`src/rtl/kgp_risc_pkg.sv`:
```
// Shared KGP_RISC definitions: instruction-loader state encoding and the
// loader's default sizing constants.
package kgp_risc_pkg;

    // Default instruction-memory word-address width (1024 words)
    localparam int LOADER_ADDR_W  = 10;
    // Default idle-cycle budget between accepted bytes during a load
    localparam int LOADER_TIMEOUT = 1000000;

    typedef enum logic [2:0] {
        LD_IDLE   = 3'd0,
        LD_LEN_HI = 3'd1,
        LD_LEN_LO = 3'd2,
        LD_BYTE   = 3'd3,
        LD_WRITE  = 3'd4,
        LD_DONE   = 3'd5,
        LD_ERROR  = 3'd6
    } loader_state_e;

    // States in which the loader is waiting on the byte stream
    function automatic logic is_stream_state(loader_state_e s);
        return (s == LD_LEN_HI) || (s == LD_LEN_LO) || (s == LD_BYTE);
    endfunction

endpackage

```
`src/rtl/instr_loader_timer.sv`:
```
// Idle-cycle counter for the loader: counts enabled cycles since the last
// clear and flags the cycle on which the count would reach TIMEOUT.
module loader_timer
    import kgp_risc_pkg::*;
#(
    parameter int TIMEOUT = LOADER_TIMEOUT
) (
    input  logic clk,
    input  logic rst,
    input  logic clear,
    input  logic enable,
    output logic expired
);

    localparam int CW = $clog2(TIMEOUT + 1);

    logic [CW-1:0] count_q, count_d;

    // expired does not depend on enable, so the FSM can gate it without
    // creating a combinational loop through its own enable output.
    assign expired = (count_q == CW'(TIMEOUT - 1));

    // Next count: clear wins, otherwise step while enabled (saturating)
    always_comb begin
        count_d = count_q;
        if (clear) begin
            count_d = '0;
        end else if (enable && !expired) begin
            count_d = count_q + 1'b1;
        end
    end

    // Counter register
    always_ff @(posedge clk) begin
        if (rst) begin
            count_q <= '0;
        end else begin
            count_q <= count_d;
        end
    end

endmodule

```
`src/rtl/instr_loader.sv`:
```
// Serial program loader: receives a 2-byte word count followed by that many
// big-endian 32-bit words, writes them to instruction memory from address 0,
// and holds the processor in reset until a load completes successfully.
module instr_loader
    import kgp_risc_pkg::*;
#(
    parameter int ADDR_W  = LOADER_ADDR_W,
    parameter int TIMEOUT = LOADER_TIMEOUT
) (
    input  logic              clk,
    input  logic              rst,
    input  logic              start,
    input  logic [7:0]        byteIn,
    input  logic              byteValid,
    output logic              byteReady,
    output logic              wrEn,
    output logic [ADDR_W-1:0] wrAddr,
    output logic [31:0]       wrData,
    output logic              cpuRst,
    output logic              done,
    output logic              error
);

    // Largest legal word count is the full memory, 2^ADDR_W words
    localparam logic [16:0] CAPACITY = 17'd1 << ADDR_W;

    loader_state_e     state_q, state_d;
    logic [15:0]       len_q, len_d;
    logic [31:0]       asm_q, asm_d;
    logic [1:0]        cnt_q, cnt_d;
    logic [ADDR_W-1:0] idx_q, idx_d;

    logic              byteReady_q, byteReady_d;
    logic              wrEn_q;
    logic [ADDR_W-1:0] wrAddr_q;
    logic [31:0]       wrData_q;
    logic              cpuRst_q;
    logic              done_q;
    logic              error_q;

    logic              accept;
    logic              tmr_clear;
    logic              tmr_en;
    logic              tmr_expired;
    logic              len_ok_d;
    logic              enter_write;

    assign accept = byteValid && byteReady_q;

    loader_timer #(
        .TIMEOUT (TIMEOUT)
    ) u_timer (
        .clk     (clk),
        .rst     (rst),
        .clear   (tmr_clear),
        .enable  (tmr_en),
        .expired (tmr_expired)
    );

    // Next-state logic and datapath updates for the load sequence
    always_comb begin
        state_d   = state_q;
        len_d     = len_q;
        asm_d     = asm_q;
        cnt_d     = cnt_q;
        idx_d     = idx_q;
        tmr_clear = 1'b0;
        tmr_en    = 1'b0;

        case (state_q)
            LD_IDLE, LD_DONE, LD_ERROR: begin
                if (start) begin
                    state_d   = LD_LEN_HI;
                    idx_d     = '0;
                    cnt_d     = '0;
                    tmr_clear = 1'b1;
                end
            end
            LD_LEN_HI: begin
                if (accept) begin
                    len_d[15:8] = byteIn;
                    state_d     = LD_LEN_LO;
                end else begin
                    tmr_en = 1'b1;
                    if (tmr_expired) state_d = LD_ERROR;
                end
            end
            LD_LEN_LO: begin
                if (accept) begin
                    len_d[7:0] = byteIn;
                    state_d    = LD_BYTE;
                end else begin
                    tmr_en = 1'b1;
                    if (tmr_expired) state_d = LD_ERROR;
                end
            end
            LD_BYTE: begin
                // The length is vetted on the first BYTE cycle; byteReady was
                // already held low for an unusable length so nothing is taken.
                if (len_q == 16'd0) begin
                    state_d = LD_DONE;
                end else if ({1'b0, len_q} > CAPACITY) begin
                    state_d = LD_ERROR;
                end else if (accept) begin
                    asm_d = {asm_q[23:0], byteIn};
                    cnt_d = cnt_q + 2'd1;
                    if (cnt_q == 2'd3) state_d = LD_WRITE;
                end else begin
                    tmr_en = 1'b1;
                    if (tmr_expired) state_d = LD_ERROR;
                end
            end
            LD_WRITE: begin
                idx_d = idx_q + 1'b1;
                if (17'(idx_q) == ({1'b0, len_q} - 17'd1)) begin
                    state_d = LD_DONE;
                end else begin
                    state_d = LD_BYTE;
                end
            end
            default: begin
                state_d = LD_IDLE;
            end
        endcase

        if (accept) tmr_clear = 1'b1;
    end

    // Registered-output decode, computed from the upcoming state
    always_comb begin
        len_ok_d    = (len_d != 16'd0) && ({1'b0, len_d} <= CAPACITY);
        byteReady_d = (state_d == LD_LEN_HI) || (state_d == LD_LEN_LO) ||
                      ((state_d == LD_BYTE) && len_ok_d);
        enter_write = (state_d == LD_WRITE) && (state_q != LD_WRITE);
    end

    // Control state and datapath registers
    always_ff @(posedge clk) begin
        if (rst) begin
            state_q <= LD_IDLE;
            len_q   <= '0;
            asm_q   <= '0;
            cnt_q   <= '0;
            idx_q   <= '0;
        end else begin
            state_q <= state_d;
            len_q   <= len_d;
            asm_q   <= asm_d;
            cnt_q   <= cnt_d;
            idx_q   <= idx_d;
        end
    end

    // Output registers; write address/data are captured only on WRITE entry
    // so they hold their last values for the rest of the time.
    always_ff @(posedge clk) begin
        if (rst) begin
            byteReady_q <= 1'b0;
            wrEn_q      <= 1'b0;
            wrAddr_q    <= '0;
            wrData_q    <= '0;
            cpuRst_q    <= 1'b1;
            done_q      <= 1'b0;
            error_q     <= 1'b0;
        end else begin
            byteReady_q <= byteReady_d;
            wrEn_q      <= (state_d == LD_WRITE);
            cpuRst_q    <= (state_d != LD_DONE);
            done_q      <= (state_d == LD_DONE);
            error_q     <= (state_d == LD_ERROR);
            if (enter_write) begin
                wrAddr_q <= idx_q;
                wrData_q <= asm_d;
            end
        end
    end

    assign byteReady = byteReady_q;
    assign wrEn      = wrEn_q;
    assign wrAddr    = wrAddr_q;
    assign wrData    = wrData_q;
    assign cpuRst    = cpuRst_q;
    assign done      = done_q;
    assign error     = error_q;

endmodule
```
`config.mk`:
```
export PLATFORM = sky130hd
export DESIGN_NAME = instr_loader
export DESIGN_NICKNAME = d
export VERILOG_FILES = /design/src/rtl/kgp_risc_pkg.sv /design/src/rtl/instr_loader_timer.sv /design/src/rtl/instr_loader.sv
export SDC_FILE = /design/constraint.sdc
export NUM_CORES = 1
export LEC_CHECK = 0
export CAP_MARGIN = 15
export CORE_MARGIN = 5
export CORE_UTILIZATION = 55
export CTS_CLUSTER_SIZE = 14
export DETAILED_ROUTE_END_ITERATION = 12
export PLACE_DENSITY = 0.78
export SLEW_MARGIN = 25
export SYNTH_ARGS = -nofsm -noshare
export SYNTH_HDL_FRONTEND = slang
export SYNTH_SLANG_ARGS = --single-unit
```
`constraint.sdc`:
```
create_clock -name clk -period 2.95 [get_ports clk]
set_input_delay 0.59 -clock clk [delete_from_list [all_inputs] [get_ports clk]]
set_output_delay 0.59 -clock clk [all_outputs]
set_load 0.01 [all_outputs]
```
==> results.txt <==
- The run finished with clean final reports.
* Maximum level of the CTS H-tree: 4
- Hold Slack: 0.469 ns
- In this run the tool buffered the top-level ports with between 50 and 60 buffer cells.
- Most crowded layer after global routing: met2
* Logic pwr share: under 10%
- Share of post-route cells with drive strength above 1: between 10% and 20%
* Adder-cell share of the synthesized area: less than 1%
- Register bit total from synthesis: 130
* CTS max path bufs: 2
* Die W: around 110 um
- The synthesized netlist devotes 3.94% of its cell area to XOR and XNOR gates.
- The min-delay analysis places its worst path in the category flop to flop.
- Clock-pin slew was measured on the worst setup and hold paths at ~0.060 ns.
- Antenna Cells: 0
- Averaged over all synthesized cells, the footprint is 8.72 um^2.
* Aggregate global-route resource usage: between 20% and 30%
- For this run, the top clock speed supported by timing is between 300 and 400 MHz.
- P_leak: 2.90 nW
- After detailed routing, the average wire length per cell comes to about 16 um.
- After synthesis, the largest family of logic cells by area is simple AND/OR/NAND/NOR gates.
* Antenna violations before repair: 0
- Number of enable-type register cells in the synthesized netlist: 0
* Cell area after synthesis: ~0.0058 mm^2
- Compound-gate portion of the synthesized area: a little over a tenth
- Buffers inserted during clock tree synthesis total 17.
- Global routing finished with a remaining overflow of 0.
- First-pass DRT Iterations: 5
- From bottom edge to top edge, the die measures approximately 110 um.
- After synthesis, the share of flip-flops with an asynchronous set or reset is 0%.
* Wire length of the first global-routing pass: ~23000 um
* Final setup vio count: 0
- The number of hold violations in the final report was 0.
- Data arrival, critical path: 3.26 ns
* Mux contribution to synthesized area: 10.6%
- Power dissipated by switching net loads: 1.00 mW
* Max-cap violation count: 0
- The region available for standard cell placement spans around 0.01 mm^2.
* Detailed-route via count: 4937
- Time the worst path needs with I/O delays and setup: around 2.9 ns
* Global Route met1 Usage: 29.4%
- For met3 alone, demand over resource in global routing was 5.44%.
* Slowest cell on crit path: sky130_fd_sc_hd__or4b_4
- From synthesis to final layout, the design area changed by 25.1%.
- Leading cell types by total area after synthesis: sky130_fd_sc_hd__dfxtp_1 (45%), sky130_fd_sc_hd__mux2i_1 (10%), sky130_fd_sc_hd__nor2_1 (6.6%)
- The count of nets left with antenna violations once routing finished came out at 0.
* Switching power as a share of total power: around a quarter
- After the first detailed-routing iteration, the DRC count stood at between 500 and 600.
- The synthesized netlist devotes ~26% of its cell area to simple gates.
- Clock tree from TritonCTS: built
* Core Rows: 37
- Clock power share: roughly half
- Global routing used 34.1% of the available met2 tracks.
- The biggest area contributor in the post-synthesis netlist is sky130_fd_sc_hd__dfxtp_1.
* Clock sinks: 130
- Routability congestion estimate: between 0.8 and 0.9
- In this run the worst path has a maximum fanout of 4.
* Critical path required time: 3.34 ns
- Entering global routing, the biggest net connects 48 pins.
* Nets: between 700 and 800
- Yosys top cell area share: approximately 45%
- The clock reaches the later pin of the worst-skew pair after about 0.53 ns.
- After clock tree synthesis, the flow added hold-fix buffers numbering 0.
- Series of cell instances along the critical path: inv_1 > ha_1 > or4b_4 > buf_4 > o31ai_4 > a31oi_2 > or3b_1 > or4_4 > xor2_1 > nor2_1
- Sum of buffers and inverters on the critical path: 2
- PwrDens: roughly 580 mW/mm^2
* Final Routed Wirelength: between 10000 and 15000 um
* Total Die Area: between 0.01 and 0.015 mm^2
- Of the synthesized area, sequential elements account for between 40% and 50%.
* Final core utilization: a little over two thirds
* Vias in the first global route: approximately 4700
- Post-route clock skew: approximately 0.0056 ns
- For this run, the number of Yosys warnings is 0.
* DR vias/cell: roughly 5.6
- Starting density of the core: between 50% and 60%
* Detailed placer's ending HPWL: 9240 um
- Headroom to the max-slew limit came out at 43.6%.
- Kind of launch point of the worst setup path: flop
* Post-synthesis cell type count: 60
* Peak ir drop on the vdd network: 590 uV
* Final period util: between 90% and 100%
- The number of pins with negative max-slew slack in the final report was 0.
- approximately 60 I/O pins were placed.
- Slowest Stage Delay on Critical Path: 0.48 ns
* Gate count of the mapped netlist: roughly 660
* Commonest register cell after synthesis: sky130_fd_sc_hd__dfxtp_1
* Crit Path Category: flop to flop
* Clock root cell: sky130_fd_sc_hd__clkbuf_8
- Endpoint type of the worst setup path: flop
- Int Power: about 3.2 mW
* Net count after synthesis: 680
* Share of total power in sequential cells: 42.6%
* Slew at the pin closest to its max-slew limit: 0.846 ns
* Overall power of the completed layout: ~4.2 mW
* Cell family contributing the most delay on the critical path: simple AND/OR/NAND/NOR gates
* DRC errors left: 0
## tightest hold or removal path: stages (launching register included)
cell and delay [ns]:
sky130_fd_sc_hd__dfxtp_1 0.31, sky130_fd_sc_hd__nand2b_1 0.06, sky130_fd_sc_hd__o21ai_0 0.06
## power by group through the flow
stage / combinational (mW) / clock [mW] / sequential [mW]
CTS: 0.318 / 2.11 / 1.79
global route: 0.354 / 2.19 / 1.80
detailed placement: 0.314 / 0 / 1.83
floorplan: 0.210 / 0 / 1.82
global placement: 0.306 / 0 / 1.83
finish: 0.327 / 2.09 / 1.79
## synth_stat cells, types with 2 or more instances
cell	number
sky130_fd_sc_hd__a311oi_1	4
sky130_fd_sc_hd__or3_1	7
sky130_fd_sc_hd__xor2_1	16
sky130_fd_sc_hd__nand3b_1	4
sky130_fd_sc_hd__a21oi_1	16
sky130_fd_sc_hd__inv_1	9
sky130_fd_sc_hd__nor2b_1	4
sky130_fd_sc_hd__xnor2_1	10
sky130_fd_sc_hd__a211oi_1	2
sky130_fd_sc_hd__buf_2	7
sky130_fd_sc_hd__and3b_1	2
sky130_fd_sc_hd__or2_2	4
sky130_fd_sc_hd__a21boi_0	3
sky130_fd_sc_hd__nor3_1	15
sky130_fd_sc_hd__nor4_1	9
sky130_fd_sc_hd__and2_1	6
sky130_fd_sc_hd__clkbuf_1	28
sky130_fd_sc_hd__nor2_1	101
sky130_fd_sc_hd__and3_1	8
sky130_fd_sc_hd__nand4_1	9
sky130_fd_sc_hd__o21ai_0	46
sky130_fd_sc_hd__a22oi_1	2
sky130_fd_sc_hd__nand2b_1	36
sky130_fd_sc_hd__ha_1	4
sky130_fd_sc_hd__mux2i_1	60
sky130_fd_sc_hd__o21a_1	2
sky130_fd_sc_hd__buf_4	3
sky130_fd_sc_hd__nand2_1	58
sky130_fd_sc_hd__dfxtp_1	130
sky130_fd_sc_hd__a21o_1	2
sky130_fd_sc_hd__o22ai_1	3
sky130_fd_sc_hd__nor3b_1	2
sky130_fd_sc_hd__or4_1	4
sky130_fd_sc_hd__a31oi_1	7
sky130_fd_sc_hd__nand3_1	16
## registers in the layout, summed over array words and instances, names as in the netlist
name             flops
wrAddr              10
u_timer.count_q     20
wrEn                 1
done                 1
cnt_q                2
idx_q               10
byteReady            1
wrData              32
len_q               16
asm_q               32
cpuRst               1
state_q              3
error                1
## placed cells by master, fill, tap and decap left out, types with 7 or more instances in the layout
cell                              count
sky130_fd_sc_hd__a21oi_1             16
sky130_fd_sc_hd__and3_1               8
sky130_fd_sc_hd__buf_4               24
sky130_fd_sc_hd__clkbuf_16           16
sky130_fd_sc_hd__clkdlybuf4s50_1     57
sky130_fd_sc_hd__dfxtp_1            130
sky130_fd_sc_hd__inv_1                9
sky130_fd_sc_hd__mux2i_1             60
sky130_fd_sc_hd__nand2_1             58
sky130_fd_sc_hd__nand2b_1            36
sky130_fd_sc_hd__nand3_1             16
sky130_fd_sc_hd__nand4_1              9
sky130_fd_sc_hd__nor2_1             101
sky130_fd_sc_hd__nor3_1              14
sky130_fd_sc_hd__o21ai_0             46
sky130_fd_sc_hd__or3_1                7
sky130_fd_sc_hd__xnor2_1             10
sky130_fd_sc_hd__xor2_1              16
## per-stage QoR
step | setup TNS [ns] | cells | cell area (um^2) | setup WS (ns)
2_1_floorplan | 0 | 664 | 5790 | 0.219
3_3_place_gp | 0 | 846 | 6620 | 0.0352
3_5_place_dp | -0.0266 | 846 | 6620 | -0.00978
4_1_cts | 0 | 878 | 7210 | 0.0329
5_1_grt | -0.0396 | 878 | 7240 | -0.0199
6_report | 0 | 878 | 7240 | 0.0781
## cell families after synthesis
family                     count (synthesis)
xor gates and xnor gates                  26
muxes                                     61
AOI/OAI and AO/OA                         98
buffers and inverters                     49
and+or+nand+nor                          296
DFF                                      130
adders and majority gates                  4
## timing repair
action / 4_1_cts / 5_1_grt
resized for setup: 0 / 5
setup buffers: 0 / 0
endpoints found under the setup margin: 0 / 13
## metal layers
layer	wire, um	up-vias	share of wire (%)
met3	731	30	5.3
met1	6470	2312	47
met5	0	-	0
li1	-	2432	-
met4	248	0	1.8
met2	6450	163	46
## final timing paths
path | startpoint | to | slack (ns) | cells past startpoint
setup / recovery | len_q[1] | u_timer.count_q[19] | 0.08 | 10
hold / removal | wrData[28] | wrData[28] | 0.47 | 2
setup reg to reg | len_q[1] | u_timer.count_q[19] | 0.08 | 10
hold reg to reg | wrData[28] | wrData[28] | 0.47 | 2
## area by class of cell
cell class	count	area (um^2)
sequential	130	2600
multi-input combinational	485	3000
fill	801	3040
clock buffer	21	469
tap	136	170
clock inverter	11	125
timing repair buffer	86	836
inverter	9	33.8
Note: power is estimated with default switching activity, not from simulation.
